**src/rtl/wb_pkg.sv**
```systemverilog
// Shared widths, source select and FIFO entry layout for the writeback stage.
package wb_pkg;
  localparam int REG_W    = 5;
  localparam int DATA_W   = 32;
  localparam int NUM_REGS = 32;

  typedef enum logic [1:0] {
    SRC_NONE,
    SRC_ALU,
    SRC_MD
  } src_e;

  typedef struct packed {
    logic [REG_W-1:0]  rd;
    logic [DATA_W-1:0] data;
  } md_entry_t;
endpackage

```
**src/rtl/wb_fifo.sv**
```systemverilog
// Synchronous FIFO with registered count; a push is poppable next cycle.
// Contents are not reset; the pointers and count define validity.
module wb_fifo #(
  parameter int DEPTH = 4,
  parameter int W     = 37
) (
  input  logic                   clk,
  input  logic                   rst_n,
  input  logic                   push,
  input  logic                   pop,
  input  logic [W-1:0]           wr_data,
  output logic [W-1:0]           rd_data,
  output logic                   full,
  output logic                   empty,
  output logic [$clog2(DEPTH):0] count
);
  localparam int AW = $clog2(DEPTH);
  localparam int CW = AW + 1;

  logic [W-1:0]  mem [DEPTH];
  logic [AW-1:0] wp;
  logic [AW-1:0] rp;
  logic          do_push;
  logic          do_pop;

  assign full    = (count == CW'(DEPTH));
  assign empty   = (count == '0);
  assign do_push = push & ~full;
  assign do_pop  = pop & ~empty;
  assign rd_data = mem[rp];

  always_ff @(posedge clk) begin
    if (do_push) mem[wp] <= wr_data;
  end

  always_ff @(posedge clk or negedge rst_n) begin
    if (!rst_n) begin
      wp    <= '0;
      rp    <= '0;
      count <= '0;
    end else begin
      if (do_push) wp <= wp + 1'b1;
      if (do_pop)  rp <= rp + 1'b1;
      unique case ({do_push, do_pop})
        2'b10:   count <= count + 1'b1;
        2'b01:   count <= count - 1'b1;
        default: ;
      endcase
    end
  end
endmodule

```
**src/rtl/wb_arbiter.sv**
```systemverilog
// Writeback arbiter: ALU priority, buffered mult/div, starve guard, scoreboard.
// Define WB_BYPASS_EN to let an md result skip the empty FIFO.
module wb_arbiter
  import wb_pkg::*;
#(
  parameter int DEPTH        = 4,
  parameter int STARVE_LIMIT = 8
) (
  input  logic                clock,
  input  logic                ctrl_reset,
  input  logic                alu_valid,
  input  logic [REG_W-1:0]    alu_rd,
  input  logic [DATA_W-1:0]   alu_data,
  output logic                stall_alu,
  input  logic                md_valid,
  output logic                md_ready,
  input  logic [REG_W-1:0]    md_rd,
  input  logic [DATA_W-1:0]   md_data,
  input  logic                md_issue,
  input  logic [REG_W-1:0]    md_issue_rd,
  output logic [NUM_REGS-1:0] pending,
  output logic                ctrl_writeEnable,
  output logic [REG_W-1:0]    ctrl_writeReg,
  output logic [DATA_W-1:0]   data_writeReg
);
  localparam int CW = $clog2(DEPTH) + 1;
  localparam int SW = $clog2(STARVE_LIMIT + 1);

  logic [SW-1:0]       starve;
  logic                live;
  logic                full;
  logic                empty;
  logic [CW-1:0]       count;
  md_entry_t           head;
  md_entry_t           md_in;
  logic                alu_win;
  logic                pop;
  logic                push;
  logic                bypass;
  src_e                src;
  logic [REG_W-1:0]    sel_rd;
  logic [DATA_W-1:0]   sel_data;
  logic [NUM_REGS-1:0] set_v;
  logic [NUM_REGS-1:0] clr_v;
  logic [NUM_REGS-1:0] pending_n;

  assign md_in     = '{rd: md_rd, data: md_data};
  assign stall_alu = (starve == SW'(STARVE_LIMIT));
  assign md_ready  = live & ~full;
  assign alu_win   = alu_valid & ~stall_alu;
  assign pop       = ~alu_win & ~empty;
`ifdef WB_BYPASS_EN
  assign bypass = empty & ~alu_valid & ~stall_alu & md_valid & md_ready;
`else
  assign bypass = 1'b0;
`endif
  assign push = md_valid & md_ready & ~bypass;

  wb_fifo #(
    .DEPTH (DEPTH),
    .W     (REG_W + DATA_W)
  ) u_fifo (
    .clk     (clock),
    .rst_n   (ctrl_reset),
    .push    (push),
    .pop     (pop),
    .wr_data (md_in),
    .rd_data (head),
    .full    (full),
    .empty   (empty),
    .count   (count)
  );

  always_comb begin
    src      = SRC_NONE;
    sel_rd   = '0;
    sel_data = '0;
    unique case (1'b1)
      alu_win: begin
        src      = SRC_ALU;
        sel_rd   = alu_rd;
        sel_data = alu_data;
      end
      pop: begin
        src      = SRC_MD;
        sel_rd   = head.rd;
        sel_data = head.data;
      end
      bypass: begin
        src      = SRC_MD;
        sel_rd   = md_in.rd;
        sel_data = md_in.data;
      end
      default: ;
    endcase
  end

  // set beats clear so a reissue to the draining rd stays pending
  always_comb begin
    set_v = '0;
    clr_v = '0;
    if (md_issue && md_issue_rd != '0) set_v[md_issue_rd] = 1'b1;
    if (src == SRC_MD && sel_rd != '0) clr_v[sel_rd] = 1'b1;
    pending_n    = (pending & ~clr_v) | set_v;
    pending_n[0] = 1'b0;
  end

  always_ff @(posedge clock or negedge ctrl_reset) begin
    if (!ctrl_reset) begin
      live             <= 1'b0;
      starve           <= '0;
      pending          <= '0;
      ctrl_writeEnable <= 1'b0;
      ctrl_writeReg    <= '0;
      data_writeReg    <= '0;
    end else begin
      live    <= 1'b1;
      pending <= pending_n;
      if (pop || empty)
        starve <= '0;
      else if (alu_win)
        starve <= starve + 1'b1;
      ctrl_writeEnable <= (src != SRC_NONE) && (sel_rd != '0);
      ctrl_writeReg    <= sel_rd;
      data_writeReg    <= sel_data;
    end
  end

  always_ff @(posedge clock) begin
    if (ctrl_reset) assert (count <= CW'(DEPTH));
  end
endmodule

```
**config.mk**
```make
export PLATFORM = sky130hd
export DESIGN_NAME = wb_arbiter
export DESIGN_NICKNAME = d
export VERILOG_FILES = /design/src/rtl/wb_pkg.sv /design/src/rtl/wb_fifo.sv /design/src/rtl/wb_arbiter.sv
export SDC_FILE = /design/constraint.sdc
export NUM_CORES = 1
export LEC_CHECK = 0
export ABC_AREA = 1
export ABC_CLOCK_PERIOD_IN_PS = 3700
export BUFFER_PORTS_ARGS = -buffer_cell sky130_fd_sc_hd__buf_2
export CAP_MARGIN = 20
export CORE_MARGIN = 3
export CORE_UTILIZATION = 56
export DETAILED_ROUTE_END_ITERATION = 8
export HOLD_SLACK_MARGIN = 0.08
export PLACE_DENSITY = 0.89
export SETUP_SLACK_MARGIN = 0.2
export SYNTH_ARGS = -nofsm -noshare
export SYNTH_HDL_FRONTEND = slang
export SYNTH_SLANG_ARGS = --single-unit
```
**constraint.sdc**
```tcl
create_clock -name clock -period 3.7 [get_ports clock]
set_input_delay 0.37 -clock clock [delete_from_list [all_inputs] [get_ports clock]]
set_output_delay 0.37 -clock clock [all_outputs]
set_load 0.05 [all_outputs]
```
==> impl_summary.md <==
Outcome
The run finished with clean final reports.

Floorplan
The floorplan step set the die width to 136 um. The standard-cell row count is 46. The die area is 0.0185 sq mm. The starting density of the core is 0.584. The floorplan step defined a core boundary enclosing 0.0162 sq mm.

The floorplan step set the die height to 136 um. 156 I/O pins were placed.

Synth
Of the post-synthesis cell area, the dominant cell type holds 0.470. The post-synthesis instance area is 0.00945 sq mm. Counting every instance in the synthesized netlist gives 796. The largest area contributor in the synthesized netlist is sky130_fd_sc_hd__edfxtp_1. Ranked by total cell area, the synthesized netlist is headed by sky130_fd_sc_hd__edfxtp_1 (47%), sky130_fd_sc_hd__dfrtp_1 (21%), sky130_fd_sc_hd__nand2_1 (6.8%). Counting distinct cell types in the post-synthesis netlist gives 35. The number of nets in the synthesized netlist is 888. Averaged over all synthesized cells, the footprint is 11.9 sq um. The sequential fraction of the synthesis area is 0.685. The count of synthesis-stage warnings from yosys is 0. Synthesis inferred 229 register bits.

Worst setup path
Data arrives at the worst endpoint at 3.10 ns. STA classifies the critical path startpoint as a flip-flop. The highest net fanout along the worst path is 69.

Walking the worst path, the cells encountered are buf_4 -> nand2_1 -> nand3_1 -> nand2_1 -> o21ai_4 -> nor2_4 -> nand3_4 -> nand3_2 -> nand2_1 -> nand2_1. The critical-path cell with the highest stage delay is sky130_fd_sc_hd__dfrtp_4. STA classifies the critical path endpoint as a flip-flop. The cell repeated most along the worst path is sky130_fd_sc_hd__nand2_1. The data required time of the worst path is 4.09 ns. The stage delay of the slowest cell on the critical path is 0.89 ns. The critical path class is reg -> reg.

The worst flop-to-flop path startpoint is u_fifo.rp[0]. The most critical setup path has its startpoint at u_fifo.rp[0].

Power
The largest voltage drop on the vdd net is 576 uV. Dividing total power by cell area gives a power density of 852 mW/mm^2. The power consumption is 9.60 mW. The leakage power of the design is 4.77 nW.

Timing
The number of slew-limit violations in the final report is 0. The clock period could shrink to 2.71 ns. The worst hold margin is 0.0868 ns.

The number of failing hold endpoints at the final stage is 0. The remaining max-slew budget at the tightest pin is 0.384. For the final database, setup skew stands at 0.0165 ns.

Based on the critical path, the design can be clocked at up to 369 MHz. The final setup violation count is 0. At the pin with the least slew margin, the transition time is 0.924 ns. Of the available clock period, the critical path in the final layout requires 0.733. In the final timing run, aggregate negative setup slack is 0 ns. Setup repair after global routing left no endpoint under its margin. The worst path meets setup with 0.987 ns of slack.

Final layout
The filler cell count in the final layout is 1095. The non-filler instance count after layout is 1186. The sequential cells in the finished layout cover a total of 0.00647 sq mm. The area of all placed cells without fillers is 0.0113 sq mm. In the final layout, the share of cells above drive strength 1 is 0.252.

Relative to the synthesized area, the layout overhead comes to 19.3%. The fraction of the core area covered by cells at the end of the flow is 0.697. The multi-input combinational cells in the finished layout cover a total of 0.00249 sq mm. The number of nets in the final layout is 1043.

CTS
The clock transition time at the flip-flop clock pins of the worst setup and hold paths is 0.07 ns. The number of buffers on the longest clock path is 3. In this run the number of H-tree levels came out at 1. The clock sink total is 229. The buffers inserted during post-CTS setup optimization is 0. CTS placed an instance of sky130_fd_sc_hd__clkbuf_16 at the clock tree root. The TritonCTS buffer count is 23. The clock latency reported for the late side of the worst-skew pair is 0.50 ns. The clock tree from TritonCTS is done.

Placed design
The detailed placement HPWL is 13500 um. Timing analysis after detailed placement gives a worst setup slack of 1.08 ns. Routability-driven placement finished with a final weighted congestion of 0.860. The number of cells in the design after placement is 1137. In this run the cell area measured after placement is 0.0104 sq mm. The quantity of I/O buffers inserted on ports is 154.

Route
In this run the remaining antenna-violating nets after routing total 0. Dividing the detail-routed wire length by the instance count gives 18.5 um. Summing over every cut layer, the via total after detailed routing is 6597. For this run, design rule violations remaining after detail routing come to 0. The number of vias per cell after detailed routing is 5.56. The length of the first detailed-routing pass in iterations is 5. The number of design-rule violations left by the first detailed-router iteration is 691. After detailed routing, the total wire length is 22000 um.

Global route
For this run the aggregate overflow at the end of global routing stands at 0. The maximum number of pins on one net before global-route repair is 71. The first-pass GRT wire length is 33600 um. For this run, the total global-route usage over all layers was measured as 0.232. The number of antenna violations at the first check in global routing was 5. The via count of the first global-routing pass is 6433.

Worst hold path
The worst hold path belongs to the class in -> reg. The launch point of the worst hold path is md_data[18].

Flow run
The max-cap check violation count is 0.
==> area by class of cell <==
class	count	area share
flip-flops and latches	229	0.574
repair buffers	167	0.0784
well taps	216	0.0240
inverters	80	0.0273
diodes	3	0.000666
clock inverters	14	0.0215
clock buffers	27	0.0524
multi-input cells	450	0.221
==> worst max-delay path: cells and delay by family, from the launching register on <==
kind	cells	cell delay, ns
AND/OR/NAND/NOR	8	0.96
flip-flops	1	0.89
buffers and inverters	1	0.47
AO/OA/AOI/OAI	1	0.25
==> synthesized netlist by cell type, drive strengths merged <==
library cell  number
a21oi             35
a31oi              1
a32o              32
buf               23
clkbuf            14
conb               2
dfrtp             81
edfxtp           148
fa                 1
ha                 7
inv               80
nand2            180
nand3             82
nor2              49
nor3               2
o21ai             52
o21bai             1
xnor2              2
xor2               4
==> layout by cell type (no fill, tap or decap), types with 3 or more instances in the layout <==
cell type | netlist | routed
sky130_fd_sc_hd__nand2_1 | 171 | 171
sky130_fd_sc_hd__buf_2 | 13 | 153
sky130_fd_sc_hd__edfxtp_1 | 148 | 148
sky130_fd_sc_hd__dfrtp_1 | 81 | 80
sky130_fd_sc_hd__inv_1 | 75 | 75
sky130_fd_sc_hd__nand3_1 | 60 | 60
sky130_fd_sc_hd__o21ai_0 | 50 | 50
sky130_fd_sc_hd__nor2_1 | 44 | 40
sky130_fd_sc_hd__a21oi_1 | 35 | 35
sky130_fd_sc_hd__a32o_1 | 32 | 32
sky130_fd_sc_hd__clkbuf_16 | 0 | 23
sky130_fd_sc_hd__nand3_2 | 20 | 20
sky130_fd_sc_hd__buf_4 | 1 | 9
sky130_fd_sc_hd__nor2_4 | 3 | 7
sky130_fd_sc_hd__ha_1 | 7 | 7
sky130_fd_sc_hd__bufinv_16 | 0 | 7
sky130_fd_sc_hd__nand2_2 | 6 | 6
sky130_fd_sc_hd__dlygate4sd3_1 | 0 | 5
sky130_fd_sc_hd__xor2_1 | 4 | 4
sky130_fd_sc_hd__clkbuf_1 | 14 | 4
sky130_fd_sc_hd__clkinv_1 | 0 | 4
sky130_fd_sc_hd__diode_2 | 0 | 3
sky130_fd_sc_hd__inv_2 | 3 | 3
==> repair_timing <==
action	in CTS	in global routing
gates resized for setup	0	0
hold buffers	5	0
endpoints found under the hold margin	82	0
==> power breakdown <==
part	switching, mW	leakage (nW)	internal (mW)
Combinational	2.61	2.05	0.828
Sequential	0.331	2.32	3.29
Clock	0.916	0.401	1.63
==> cells by family (layout without fill, tap and decap cells) <==
| group | Yosys count | after routing | share of synthesized area |
|---|---|---|---|
| AND/OR/NAND/NOR | 313 | 313 | 0.158 |
| flip-flops | 229 | 229 | 0.685 |
| AO/OA/AOI/OAI | 121 | 121 | 0.0850 |
| buffers and inverters | 117 | 288 | 0.0545 |
| adder cells (fa/ha/maj) | 8 | 8 | 0.0114 |
| XOR/XNOR | 6 | 6 | 0.00556 |
| other | 2 | 5 | 0.000795 |
==> final timing paths <==
path / to / depth (start not counted) / slack [ns]
worst max-delay path: pending[17] / 10 / 0.99
worst min-delay path: u_fifo.mem[1][18] / 1 / 0.09
worst max register to register: pending[17] / 10 / 0.99
worst min register to register: pending[19] / 2 / 0.47
max in group asynchronous: data_writeReg[4] / 3 / 2.36
min in group asynchronous: pending[17] / 2 / 0.56
==> sequential cells by signal (all words and copies together), names as in the netlist <==
name and cells:
u_fifo.mem 148, data_writeReg 32, pending 31, ctrl_writeReg 5
starve 4, u_fifo.count 3, u_fifo.rp 2, u_fifo.wp 2
ctrl_writeEnable 1, live 1
==> layer usage <==
layer  up-vias  part of all wire  GRT usage  wire [um]
li1       3045                 -          -          -
met1      3166              0.39      0.303       8470
met2       323              0.51      0.407      11300
met3        57             0.073     0.0385       1600
met4         6             0.027     0.0649        586
met5         -            0.0010          0         23
Power figures use the tool's default switching activity.
